## config.mk

```make
export PLATFORM = sky130hd
export DESIGN_NAME = sample_fifo
export DESIGN_NICKNAME = d
export VERILOG_FILES = /design/src/rtl/sample_fifo_pkg.sv /design/src/rtl/sample_fifo_ram.sv /design/src/rtl/sample_fifo.sv
export SDC_FILE = /design/constraint.sdc
export NUM_CORES = 1
export LEC_CHECK = 0
export BUFFER_PORTS_ARGS = -buffer_cell sky130_fd_sc_hd__clkbuf_2
export CORE_ASPECT_RATIO = 0.75
export CORE_UTILIZATION = 40
export DETAILED_ROUTE_END_ITERATION = 8
export PLACE_DENSITY = 0.58
export SLEW_MARGIN = 20
export SYNTH_ARGS = -nofsm -noshare
export SYNTH_HDL_FRONTEND = slang
export SYNTH_SLANG_ARGS = --single-unit
```

## constraint.sdc

```tcl
create_clock -name clock -period 4.5 [get_ports clock]
set_input_delay 0.9 -clock clock [delete_from_list [all_inputs] [get_ports clock]]
set_output_delay 0.9 -clock clock [all_outputs]
set_load 0.05 [all_outputs]
```

## src/rtl/sample_fifo_pkg.sv

```systemverilog
// Shared types and defaults for the FIR input sample buffer.
package sample_fifo_pkg;

   localparam int unsigned DEFAULT_DATA_WIDTH = 32;
   localparam int unsigned DEFAULT_DEPTH      = 16;
   localparam int unsigned DEFAULT_AF_MARGIN  = 2;

   typedef logic [DEFAULT_DATA_WIDTH-1:0] sample_t;

   // Bit 0 = push accepted, bit 1 = pop accepted.
   typedef enum logic [1:0] {
      ACC_NONE = 2'b00,
      ACC_PUSH = 2'b01,
      ACC_POP  = 2'b10,
      ACC_BOTH = 2'b11
   } access_e;

endpackage

```

## src/rtl/sample_fifo_ram.sv

```systemverilog
// DEPTH x DATA_WIDTH storage: one synchronous write port, one asynchronous read port, no reset.
module sample_fifo_ram
   import sample_fifo_pkg::*;
#(
   parameter int unsigned DATA_WIDTH = DEFAULT_DATA_WIDTH,
   parameter int unsigned DEPTH      = DEFAULT_DEPTH,
   parameter int unsigned ADDR_W     = $clog2(DEPTH)
) (
   input  logic                  clock,
   input  logic                  we,
   input  logic [ADDR_W-1:0]     waddr,
   input  logic [DATA_WIDTH-1:0] wdata,
   input  logic [ADDR_W-1:0]     raddr,
   output logic [DATA_WIDTH-1:0] rdata
);

   logic [DATA_WIDTH-1:0] mem [DEPTH];

   always_ff @(posedge clock) begin
      if (we) begin
         mem[waddr] <= wdata;
      end
   end

   assign rdata = mem[raddr];

endmodule

```

## src/rtl/sample_fifo.sv

```systemverilog
// First-word-fall-through sample buffer feeding the decimating FIR.
// Optional SAMPLE_FIFO_STICKY_ERR_EN: overflow/underflow hold until reset instead of pulsing.
module sample_fifo
   import sample_fifo_pkg::*;
#(
   parameter int unsigned DATA_WIDTH = DEFAULT_DATA_WIDTH,
   parameter int unsigned DEPTH      = DEFAULT_DEPTH,
   parameter int unsigned AF_MARGIN  = DEFAULT_AF_MARGIN
) (
   input  logic                    clock,
   input  logic                    reset,
   input  logic                    wr_en,
   input  logic [DATA_WIDTH-1:0]   din,
   output logic                    full,
   output logic                    almost_full,
   input  logic                    rd_en,
   output logic [DATA_WIDTH-1:0]   dout,
   output logic                    empty,
   output logic [$clog2(DEPTH):0]  count,
   output logic                    overflow,
   output logic                    underflow
);

   localparam int unsigned ADDR_W = $clog2(DEPTH);
   localparam int unsigned CNT_W  = ADDR_W + 1;
   localparam logic [ADDR_W:0]  PTR_ONE  = 1;
   localparam logic [CNT_W-1:0] CNT_ONE  = 1;
   localparam logic [CNT_W-1:0] AF_LEVEL = CNT_W'(DEPTH - AF_MARGIN);

   logic [ADDR_W:0]       wr_ptr_q, wr_ptr_d;
   logic [ADDR_W:0]       rd_ptr_q, rd_ptr_d;
   logic [CNT_W-1:0]      count_q, count_d;
   logic                  empty_q, empty_d;
   logic                  full_q, full_d;
   logic                  almost_full_q, almost_full_d;
   logic                  overflow_q, overflow_d;
   logic                  underflow_q, underflow_d;
   logic                  push, pop;
   logic                  ovf_evt, udf_evt;
   access_e               access;
   logic [DATA_WIDTH-1:0] ram_rdata;

   always_comb begin
      // A full FIFO still accepts a push when the same cycle pops.
      push    = wr_en && (!full_q || rd_en);
      pop     = rd_en && !empty_q;
      ovf_evt = wr_en && full_q && !rd_en;
      udf_evt = rd_en && empty_q;
      access  = access_e'({pop, push});

      wr_ptr_d = wr_ptr_q;
      rd_ptr_d = rd_ptr_q;
      count_d  = count_q;
      case (access)
         ACC_PUSH: begin
            wr_ptr_d = wr_ptr_q + PTR_ONE;
            count_d  = count_q + CNT_ONE;
         end
         ACC_POP: begin
            rd_ptr_d = rd_ptr_q + PTR_ONE;
            count_d  = count_q - CNT_ONE;
         end
         ACC_BOTH: begin
            wr_ptr_d = wr_ptr_q + PTR_ONE;
            rd_ptr_d = rd_ptr_q + PTR_ONE;
         end
         default: ;
      endcase

      empty_d       = (wr_ptr_d == rd_ptr_d);
      full_d        = (wr_ptr_d[ADDR_W-1:0] == rd_ptr_d[ADDR_W-1:0]) &&
                      (wr_ptr_d[ADDR_W] != rd_ptr_d[ADDR_W]);
      almost_full_d = (count_d >= AF_LEVEL);

`ifdef SAMPLE_FIFO_STICKY_ERR_EN
      overflow_d  = overflow_q  | ovf_evt;
      underflow_d = underflow_q | udf_evt;
`else
      overflow_d  = ovf_evt;
      underflow_d = udf_evt;
`endif
   end

   always_ff @(posedge clock or negedge reset) begin
      if (!reset) begin
         wr_ptr_q      <= '0;
         rd_ptr_q      <= '0;
         count_q       <= '0;
         empty_q       <= 1'b1;
         full_q        <= 1'b0;
         almost_full_q <= 1'b0;
         overflow_q    <= 1'b0;
         underflow_q   <= 1'b0;
      end else begin
         wr_ptr_q      <= wr_ptr_d;
         rd_ptr_q      <= rd_ptr_d;
         count_q       <= count_d;
         empty_q       <= empty_d;
         full_q        <= full_d;
         almost_full_q <= almost_full_d;
         overflow_q    <= overflow_d;
         underflow_q   <= underflow_d;
      end
   end

   sample_fifo_ram #(
      .DATA_WIDTH (DATA_WIDTH),
      .DEPTH      (DEPTH),
      .ADDR_W     (ADDR_W)
   ) u_ram (
      .clock (clock),
      .we    (push),
      .waddr (wr_ptr_q[ADDR_W-1:0]),
      .wdata (din),
      .raddr (rd_ptr_q[ADDR_W-1:0]),
      .rdata (ram_rdata)
   );

   // Gating on the reset-cleared empty flag keeps dout at 0 out of reset without clearing memory.
   assign dout        = empty_q ? '0 : ram_rdata;
   assign empty       = empty_q;
   assign full        = full_q;
   assign almost_full = almost_full_q;
   assign count       = count_q;
   assign overflow    = overflow_q;
   assign underflow   = underflow_q;

endmodule

```

# --- After elaboration in Yosys (flattened, before gate mapping) ---
# Memory sizes are Yosys's and may differ from the RTL's.
# Cells that the tools add are included.
classes:
  n_addsub: 4
  order_cmp: 1
  eq_ne: 6
  mux: 6
  n_reduce_logical: 12
op_table:
  columns: ["operator", "n"]
  rows:
  - ["$mux W32", 1]
  - ["$add A5 B1 Y5 const B", 3]
  - ["$mux W5", 2]
  - ["$pmux W5 S2", 1]
  - ["$logic_and A1 B1 Y1", 6]
  - ["$eq A5 B5 Y1", 1]
  - ["$ge A5 B4 Y1 const B", 1]
  - ["$sub A5 B1 Y5 const B", 1]
  - ["$eq A2 B2 Y1 const B", 2]
  - ["$eq A4 B4 Y1", 1]
  - ["$reduce_or A2 Y1", 2]
  - ["$logic_not A1 Y1", 3]
  - ["$eq A2 B1 Y1 const B", 1]
  - ["$mux W1", 2]
  - ["$logic_or A1 B1 Y1", 1]
  - ["$ne A1 B1 Y1", 1]
word_totals:
  regBits: 20
  ramBits: 512
  input_bits: 36
  out_inout_bits: 42
  wordCells: 38
  n_memories: 1
memory_table:
  columns: ["memory", "depth", "word_bits", "rd", "rd_clocked_by_memory_dff", "write_ports", "line", "text"]
  rows:
  - ["u_ram.mem", 16, 32, 1, 0, 1, "sample_fifo_ram.sv:17", "logic [DATA_WIDTH-1:0] mem [DEPTH];"]

# --- Longest topological paths before layout ---
# Gate-level depths: netlist (run 1).
logic_depth:
  ltp_word: 8
  ltp_mapped: 11

# --- Cells and area by module ---
# A second synthesis (run 1) with hierarchy kept.
unflattened:
  cells_unflattened: 936
  hier_area_um2: 20528.4
by_module_without_submodules:
  columns: ["module", "n_inst", "cells_per_inst", "area_each_um2"]
  rows:
  - ["sample_fifo_ram", 1, 806, 19213.4]
  - ["sample_fifo", 1, 130, 1315.0]

# --- Worst setup path after synthesis (run 1) ---
# Ideal clock, no wire load.
synth_path:
  path_type: "input port to flip-flop"
  start: "in rd_en"
  end: "reg full_q (netlist: full)"
  setup_ps: 88
  arrival_ps: 4064
  required_ps: 4412
  slack_ps: 348
  cell_stages: 5
  path_buffers: 0
  path_cell_list: "nor2b_1 > nor3_1 > xnor2_1 > xnor2_1 > nor3b_1"
synth_via:
  elab_chain_cells: 7
synth_lines:
  columns: ["element", "line", "text"]
  rows:
  - ["start: declaration", "sample_fifo.sv:16", "input logic rd_en,"]
  - ["$logic_or A1 B1 Y1", "sample_fifo.sv:45", "push = wr_en && (!full_q || rd_en);"]
  - ["$logic_and A1 B1 Y1", "sample_fifo.sv:45", null]
  - ["$eq A2 B1 Y1 or $eq A2 B2 Y1 (tied branches)", "sample_fifo.sv:54", "case (access)"]
  - ["$reduce_or A2 Y1 (no source line)", null, null]
  - ["$mux W5", null, null]
  - ["$eq A4 B4 Y1 or $ne A1 B1 Y1 (tied branches)", "sample_fifo.sv:71, sample_fifo.sv:72", null]
  - ["$logic_and A1 B1 Y1 (*)", "sample_fifo.sv:71", "full_d = (wr_ptr_d[ADDR_W-1:0] == rd_ptr_d[ADDR_W-1:0]) &&"]
  - ["via full_d", "sample_fifo.sv:34", "logic full_q, full_d;"]
  - ["end signal: assignment", "sample_fifo.sv:99", "full_q <= full_d;"]
  - ["end: declaration", "sample_fifo.sv:34", null]
# The timed path passes the listed nets; every way through them passes the cells marked *.

# --- Worst setup path in the final report (run 1) ---
layout_path:
  start: "reg rd_ptr_q[0]"
  end: "out dout[14]"
layout_via:
  elab_chain_cells: 2
layout_lines:
  columns: ["element", "line", "text"]
  rows:
  - ["start: declaration", "sample_fifo.sv:31", "logic [ADDR_W:0] rd_ptr_q, rd_ptr_d;"]
  - ["start signal: assignment", "sample_fifo.sv:96", "rd_ptr_q <= rd_ptr_d;"]
  - ["$mem_v2 Z16 W32", null, null]
  - ["$mux W32", "sample_fifo.sv:120", "assign dout = empty_q ? '0 : ram_rdata;"]
  - ["end: declaration", "sample_fifo.sv:17", "output logic [DATA_WIDTH-1:0] dout,"]
# No other way between the ends.

==> key figures, run 1 <==
Finish
  • Layout Nets: 1030
  • Share of cells above drive strength 1: 0.365
  • Layout area overhead: 15.5%
  • Most frequent cells in the layout: edfxtp_1 (512), mux4_2 (160), clkbuf_2 (77), clkbuf_16 (52), nor2b_1 (35)
  • Commonest non-fill, non-tap cell in the layout: edfxtp_1
  • Post-layout util: 0.471
  • Final Non-Filler Cells: ~1.7k
  • Filler instances: 4148

Floorplanning
  • Num rows: 71
  • Die Y: between 150 and 200 um
  • Starting Density: 0.408
  • Die Area: approximately 52000 um^2
  • Ports: approximately 80
  • Core area: 50500 um^2
  • Die width: ~260 um

Global route
  • Vias in the first global route: about 9.5k
  • Gr ovfl total: 0
  • First-pass GRT wire length: 66.6 mm
  • Initial antenna violation count: 2
  • Largest net degree at the start of global routing: 51
  • Gr usage total: 0.177

Critical path
  • Most used cell, CP: mux4_2
  • Worst path top cell family by delay: multiplexers
  • CP Launch Type: flop
  • CP Capture Type: output port
  • Max stage delay on crit path: approximately 0.60 ns
  • Worst path slowest cell: mux4_2
  • Buffers & Inverters on Critical Path: 2
  • Crit path required time: about 3.6 ns
  • Crit-path cells: buf_12 -> mux4_2 -> mux4_2 -> nor2b_1 -> clkbuf_2
  • Crit path max fanout: 50
  • WP data arrival: 3.08 ns
  • CP Class: reg -> out

Route
  • DRC violations left: 0
  • Vias per Instance: 5.54
  • Initial DRC Count: 969
  • Final wirelength: 45.3 mm
  • DRT Pass-1 Iters: 5
  • Routed via count: roughly 9.3k
  • Final ANT Viol Nets: 0
  • Drt wl/cell: 26.9 um

Clocking
  • PostCTS Resize Cnt: 0
  • CTS Sinks: between 500 and 600
  • Post-CTS setup buffers: 0
  • H-Tree Depth: 2
  • CTS tree: yes
  • CTS max path bufs: 3
  • Hold buffer count at CTS: 0
  • CTS buffer count: 51
  • Root Buffer: clkbuf_16
  • Clk_lat worst skew: 0.58 ns
  • Clock transition at path regs: roughly 0.060 ns

Status
  • Run status: finished clean

STA
  • Fin crit share: 0.885
  • Slew Limit Fails: 0
  • RSZ-0062 raised after global routing: false
  • Final Hold Fails: 0
  • Post-Route Setup TNS: 0 ns
  • Slew headroom: 0.419
  • Crit path time final: 3.98 ns
  • Final setup violation count: 0
  • F_max: around 250 MHz
  • Worst clock skew: 0.0163 ns
  • Worst-margin pin slew: slightly below 0.9 ns

Synth
  • Post-synth EDFFs: 512
  • Mapped Cells: between 800 and 900
  • Async S/R FF share, synth: 0.0376
  • Synth cell types: 38
  • Syn Nets: 909
  • Post-synth top flop: edfxtp_1
  • Ys Warns: 0
  • Flops & latches, synth: 532
  • Cell Area, Synth: 20600 um^2
  • Sequential area share after synthesis: 0.771
  • Syn_area_per_cell: 23.8 um^2

Place
  • PortBufs: just under 80
  • Cells after DPL: 1591
  • RD Place Congestion: slightly above 0.7
  • Post-DP HPWL: roughly 24 mm

Power and ir drop
  • P_leak: 7.63 nW
  • Worst vdd ir: roughly 0.47 mV
  • Pwr Density: 696 nW/um^2

Hold path
  • Worst hold path type: in -> async

Job
  • Max Cap Viol: 0
[per-stage QoR]
| stage | hold slack [ns] | worst slack [ns] | instance area [um^2] | power [W] |
|---|---|---|---|---|
| after floorplan | 0.463 | 0.348 | 20600 | 0.0107 |
| after global placement | 0.478 | 1.05 | 22100 | 0.0124 |
| after detailed placement | 0.479 | 1.04 | 22100 | 0.0124 |
| after CTS | 0.296 | 0.424 | 23800 | 0.0168 |
| after global routing | 0.328 | 0.345 | 23800 | 0.0173 |
| final | 0.305 | 0.519 | 23800 | 0.0165 |
[worst register-to-register path: cells and delay by family (launching register included)]
family          cells  cell delay [ns]
simple gates        2             0.46
xor+xnor            2             0.35
fa+ha+maj           2             0.56
flops               1             0.80
mux                 1             0.13
compound gates      2             0.28
[power breakdown]
| part | switching, W | internal [W] | leakage, nW |
|---|---|---|---|
| clock | 0.00182 | 0.00251 | 0.830 |
| sequential | 0.000393 | 0.00599 | 4.86 |
| combinational | 0.00351 | 0.00232 | 1.93 |
| total | 0.00573 | 0.0108 | 7.63 |
[metal layers]
layer  GRT usage  vias up  share of wire
met4      0.0340        2          0.013
met5           0        -        0.00029
li1            -     3916              -
met1       0.267     5125           0.47
met3      0.0321       55          0.054
met2       0.270      248           0.46
[synthesized netlist by cell type (2+ instances only)]
| master | instances | area share |
|---|---|---|
| a21oi_1 | 3 | 0.00073 |
| and3_1 | 2 | 0.00061 |
| buf_2 | 7 | 0.0017 |
| buf_4 | 4 | 0.0015 |
| buf_6 | 6 | 0.0033 |
| clkbuf_1 | 27 | 0.0049 |
| dfrtp_1 | 19 | 0.023 |
| edfxtp_1 | 512 | 0.75 |
| ha_1 | 7 | 0.0043 |
| inv_1 | 6 | 0.0011 |
| mux2_2 | 2 | 0.0011 |
| mux2i_1 | 3 | 0.0015 |
| mux4_2 | 160 | 0.18 |
| nand2_1 | 7 | 0.0013 |
| nand2b_1 | 3 | 0.00091 |
| nand3_1 | 2 | 0.00049 |
| nand4_1 | 2 | 0.00061 |
| nor2_1 | 16 | 0.0029 |
| nor2b_1 | 35 | 0.011 |
| nor3_1 | 9 | 0.0022 |
| o21ai_0 | 2 | 0.00049 |
| or2_1 | 2 | 0.00061 |
| xnor2_1 | 11 | 0.0047 |
| xor2_1 | 5 | 0.0021 |
[logic make-up (layout without fill, tap and decap cells)]
group	count (synthesis)	in the layout	share of synthesized area
buf+inv	50	212	0.0125
compound gates	11	11	0.00365
fa+ha+maj	7	7	0.00426
xor+xnor	17	17	0.00790
simple gates	84	84	0.0227
flops	532	532	0.771
mux	165	165	0.178
other cells	0	1	0
[area by class of cell]
| type | count | area [um^2] | share of cell area |
|---|---|---|---|
| Antenna cell | 1 | 2.50 | 0.000105 |
| Timing Repair Buffer | 112 | 786 | 0.0331 |
| Multi-Input combinational cell | 284 | 4560 | 0.192 |
| Clock buffer | 55 | 1310 | 0.0552 |
| Clock inverter | 39 | 377 | 0.0158 |
| Inverter | 6 | 22.5 | 0.000948 |
| Tap cell | 657 | 822 | 0.0346 |
| Sequential cell | 532 | 15900 | 0.669 |
[state kept, by name, indices dropped and copies added (netlist names)]
register     count
u_ram.mem      512
count            5
rd_ptr_q         5
wr_ptr_q         5
almost_full      1
empty            1
full             1
overflow         1
underflow        1
[worst paths after layout]
path	startpoint	end	slack, ns	cells after the start
max	rd_ptr_q[0]	dout[14]	0.52	5
min	reset	count[3]	0.30	1
max reg2reg	empty	almost_full	1.82	9
min reg2reg	rd_ptr_q[4]	rd_ptr_q[4]	0.49	1
max in group asynchronous	reset	rd_ptr_q[0]	3.78	1
min in group clock	rd_ptr_q[4]	rd_ptr_q[4]	0.49	1
(Power assumes the default switching activity.)
==> run 2, diff against run 1 <==
--- a/config.mk
+++ b/config.mk
@@ -6,10 +6,12 @@
 export NUM_CORES = 1
 export LEC_CHECK = 0
 export BUFFER_PORTS_ARGS = -buffer_cell sky130_fd_sc_hd__clkbuf_2
+export CELL_PAD_IN_SITES_DETAIL_PLACEMENT = 0
+export CELL_PAD_IN_SITES_GLOBAL_PLACEMENT = 1
 export CORE_ASPECT_RATIO = 0.75
 export CORE_UTILIZATION = 40
 export DETAILED_ROUTE_END_ITERATION = 8
-export PLACE_DENSITY = 0.58
+export PLACE_DENSITY = 0.63
 export SLEW_MARGIN = 20
 export SYNTH_ARGS = -nofsm -noshare
 export SYNTH_HDL_FRONTEND = slang
==> run 2 against run 1 <==
Sequential share of layout area is 0.20 points higher. Final area is 0.29% lower. Largest cell class unchanged. Core utilization is 0.14 points lower.
==> key figures, run 2 (synthesis results as in run 1) <==
Critical path
  • Crit path required time: 3.60 ns (about the same)
  • Buffers & Inverters on Critical Path: 2 (unchanged)
  • CP Capture Type: output port
  • Max stage delay on crit path: 0.58 ns (-0.02 ns)
  • Crit-path cells: buf_12 -> mux4_2 -> mux4_2 -> nor2b_1 -> clkbuf_2
  • Worst path top cell family by delay: multiplexers
  • CP Class: reg -> out
  • CP Launch Type: flop
  • Most used cell, CP: mux4_2
  • Crit path max fanout: 63 (+26%)
  • WP data arrival: 3.06 ns (-0.02 ns)
  • Worst path slowest cell: mux4_2

STA
  • Final setup violation count: 0 (unchanged)
  • Final Hold Fails: 0 (unchanged)
  • Slew Limit Fails: 0 (unchanged)
  • Worst clock skew: 0.0150 ns (-0.00126 ns)
  • Slew headroom: 0.446 (+0.0274)
  • F_max: 252 MHz (+0.48%)
  • Crit path time final: 3.96 ns (-0.0189 ns)
  • Worst-margin pin slew: 0.826 ns (-0.0435 ns)
  • RSZ-0062 raised after global routing: false
  • Post-Route Setup TNS: 0 ns (unchanged)
  • Fin crit share: 0.880 (-0.00421)

Clocking
  • Root Buffer: clkbuf_16
  • Clock transition at path regs: 0.06 ns (about the same)
  • CTS tree: yes
  • PostCTS Resize Cnt: 0 (unchanged)
  • CTS Sinks: 532 (unchanged)
  • Post-CTS setup buffers: 0 (unchanged)
  • Clk_lat worst skew: 0.58 ns (about the same)
  • CTS max path bufs: 3 (unchanged)
  • Hold buffer count at CTS: 0 (unchanged)
  • H-Tree Depth: 2 (unchanged)
  • CTS buffer count: 52 (+2.0%)

Finish
  • Most flops, register: u_ram.mem
  • Post-layout util: 0.470 (-0.00139)
  • Layout Nets: 1034 (+0.39%)
  • Share of cells above drive strength 1: 0.359 (-0.00611)
  • Commonest non-fill, non-tap cell in the layout: edfxtp_1
  • # diodes: 0 (-1)
  • Layout area overhead: 15.1%
  • Most frequent cells in the layout: edfxtp_1 (512), mux4_2 (160), clkbuf_2 (77), clkbuf_16 (52), nor2b_1 (35)
  • Final Non-Filler Cells: 1683 (-0.18%)
  • Max reg flops: 512 (unchanged)

Power and ir drop
  • Worst vdd ir: 0.527 mV (+12%)
  • Tot Pwr: 0.0163 W (-1.5%)
  • P_leak: 7.58 nW (-0.65%)
  • Pwr Density: 688 nW/um^2 (-1.2%)

Route
  • DRC violations left: 0 (unchanged)
  • Final ANT Viol Nets: 0 (unchanged)
  • Final wirelength: 44.8 mm (-1.3%)
  • DRT Pass-1 Iters: 5 (unchanged)
  • Drt wl/cell: 26.6 um (-1.1%)
  • Vias per Instance: 5.51 (-0.56%)
  • Initial DRC Count: 877 (-9.5%)
  • Routed via count: 9277 (-0.74%)

Status
  • Run status: finished clean

Floorplanning
  • Core area: 50500 um^2 (unchanged)
  • Die width: 264 um (unchanged)
  • Ports: 78 (unchanged)
  • Die Area: 52400 um^2 (unchanged)
  • Die Y: 198 um (unchanged)
  • Num rows: 71 (unchanged)
  • Starting Density: 0.408 (unchanged)

Global route
  • Gr ovfl total: 0 (unchanged)
  • Largest net degree at the start of global routing: 64 (+25%)
  • Initial antenna violation count: 2 (unchanged)
  • Gr usage total: 0.175 (-0.00137)
  • Vias in the first global route: 9500 (-0.29%)
  • First-pass GRT wire length: 65.8 mm (-1.2%)

Job
  • Max Cap Viol: 0 (unchanged)

Place
  • PortBufs: 77 (unchanged)
  • Cells after DPL: 1594 (+0.19%)
  • Post-DP HPWL: 24.1 mm (-0.63%)
  • RD Place Congestion: 0.702 (-2.3%)

Hold path
  • Worst hold path type: in -> async
## run 2: per-layer routing
layer  vias up  routed length (um)  track usage
met5         -                   9            0
met4         2                 610       0.0379
met3        55                2380       0.0295
met2       229               21200        0.274
met1      5063               20600        0.261
li1       3928                   -            -
## run 2: per-stage QoR
stage / instance area [um^2] / hold WS, ns / setup slack (ns)
after floorplan: 20600 / 0.463 / 0.348
after global placement: 22100 / 0.480 / 1.10
after detailed placement: 22100 / 0.485 / 1.10
after CTS: 23700 / 0.289 / 0.475
after global routing: 23700 / 0.325 / 0.380
final: 23700 / 0.293 / 0.538
## run 2: cell type report
cell class / count / area, um^2
Clock buffer: 65 / 1380
Clock inverter: 24 / 206
Fill cell: 4140 / 26800
Inverter: 6 / 22.5
Multi-Input combinational cell: 284 / 4560
Sequential cell: 532 / 15900
Tap cell: 657 / 822
Timing Repair Buffer: 115 / 821
## run 2: path summary, 6_finish.rpt
check	from	end	slack [ns]	cells after the start
worst max-delay path	rd_ptr_q[0]	dout[16]	0.54	5
worst min-delay path	reset	underflow	0.29	1
worst max register to register	empty	almost_full	1.74	10
min in group clock	rd_ptr_q[4]	rd_ptr_q[4]	0.49	1
max in group asynchronous	reset	rd_ptr_q[0]	3.80	1
worst min register to register	rd_ptr_q[4]	rd_ptr_q[4]	0.49	1
## run 2: worst register-to-register path: cells and delay by family, from the launching register on
family / cells / cell delay, ns
simple gates: 2 / 0.32
xor+xnor: 2 / 0.34
compound gates: 2 / 0.29
flops: 1 / 0.90
fa+ha+maj: 2 / 0.50
buf+inv: 1 / 0.19
mux: 1 / 0.13
## run 2: report_power, final
| part | switching (W) | total, W | internal [W] |
|---|---|---|---|
| sequential | 0.000381 | 0.00637 | 0.00599 |
| combinational | 0.00348 | 0.00583 | 0.00234 |
| clock | 0.00177 | 0.00410 | 0.00233 |
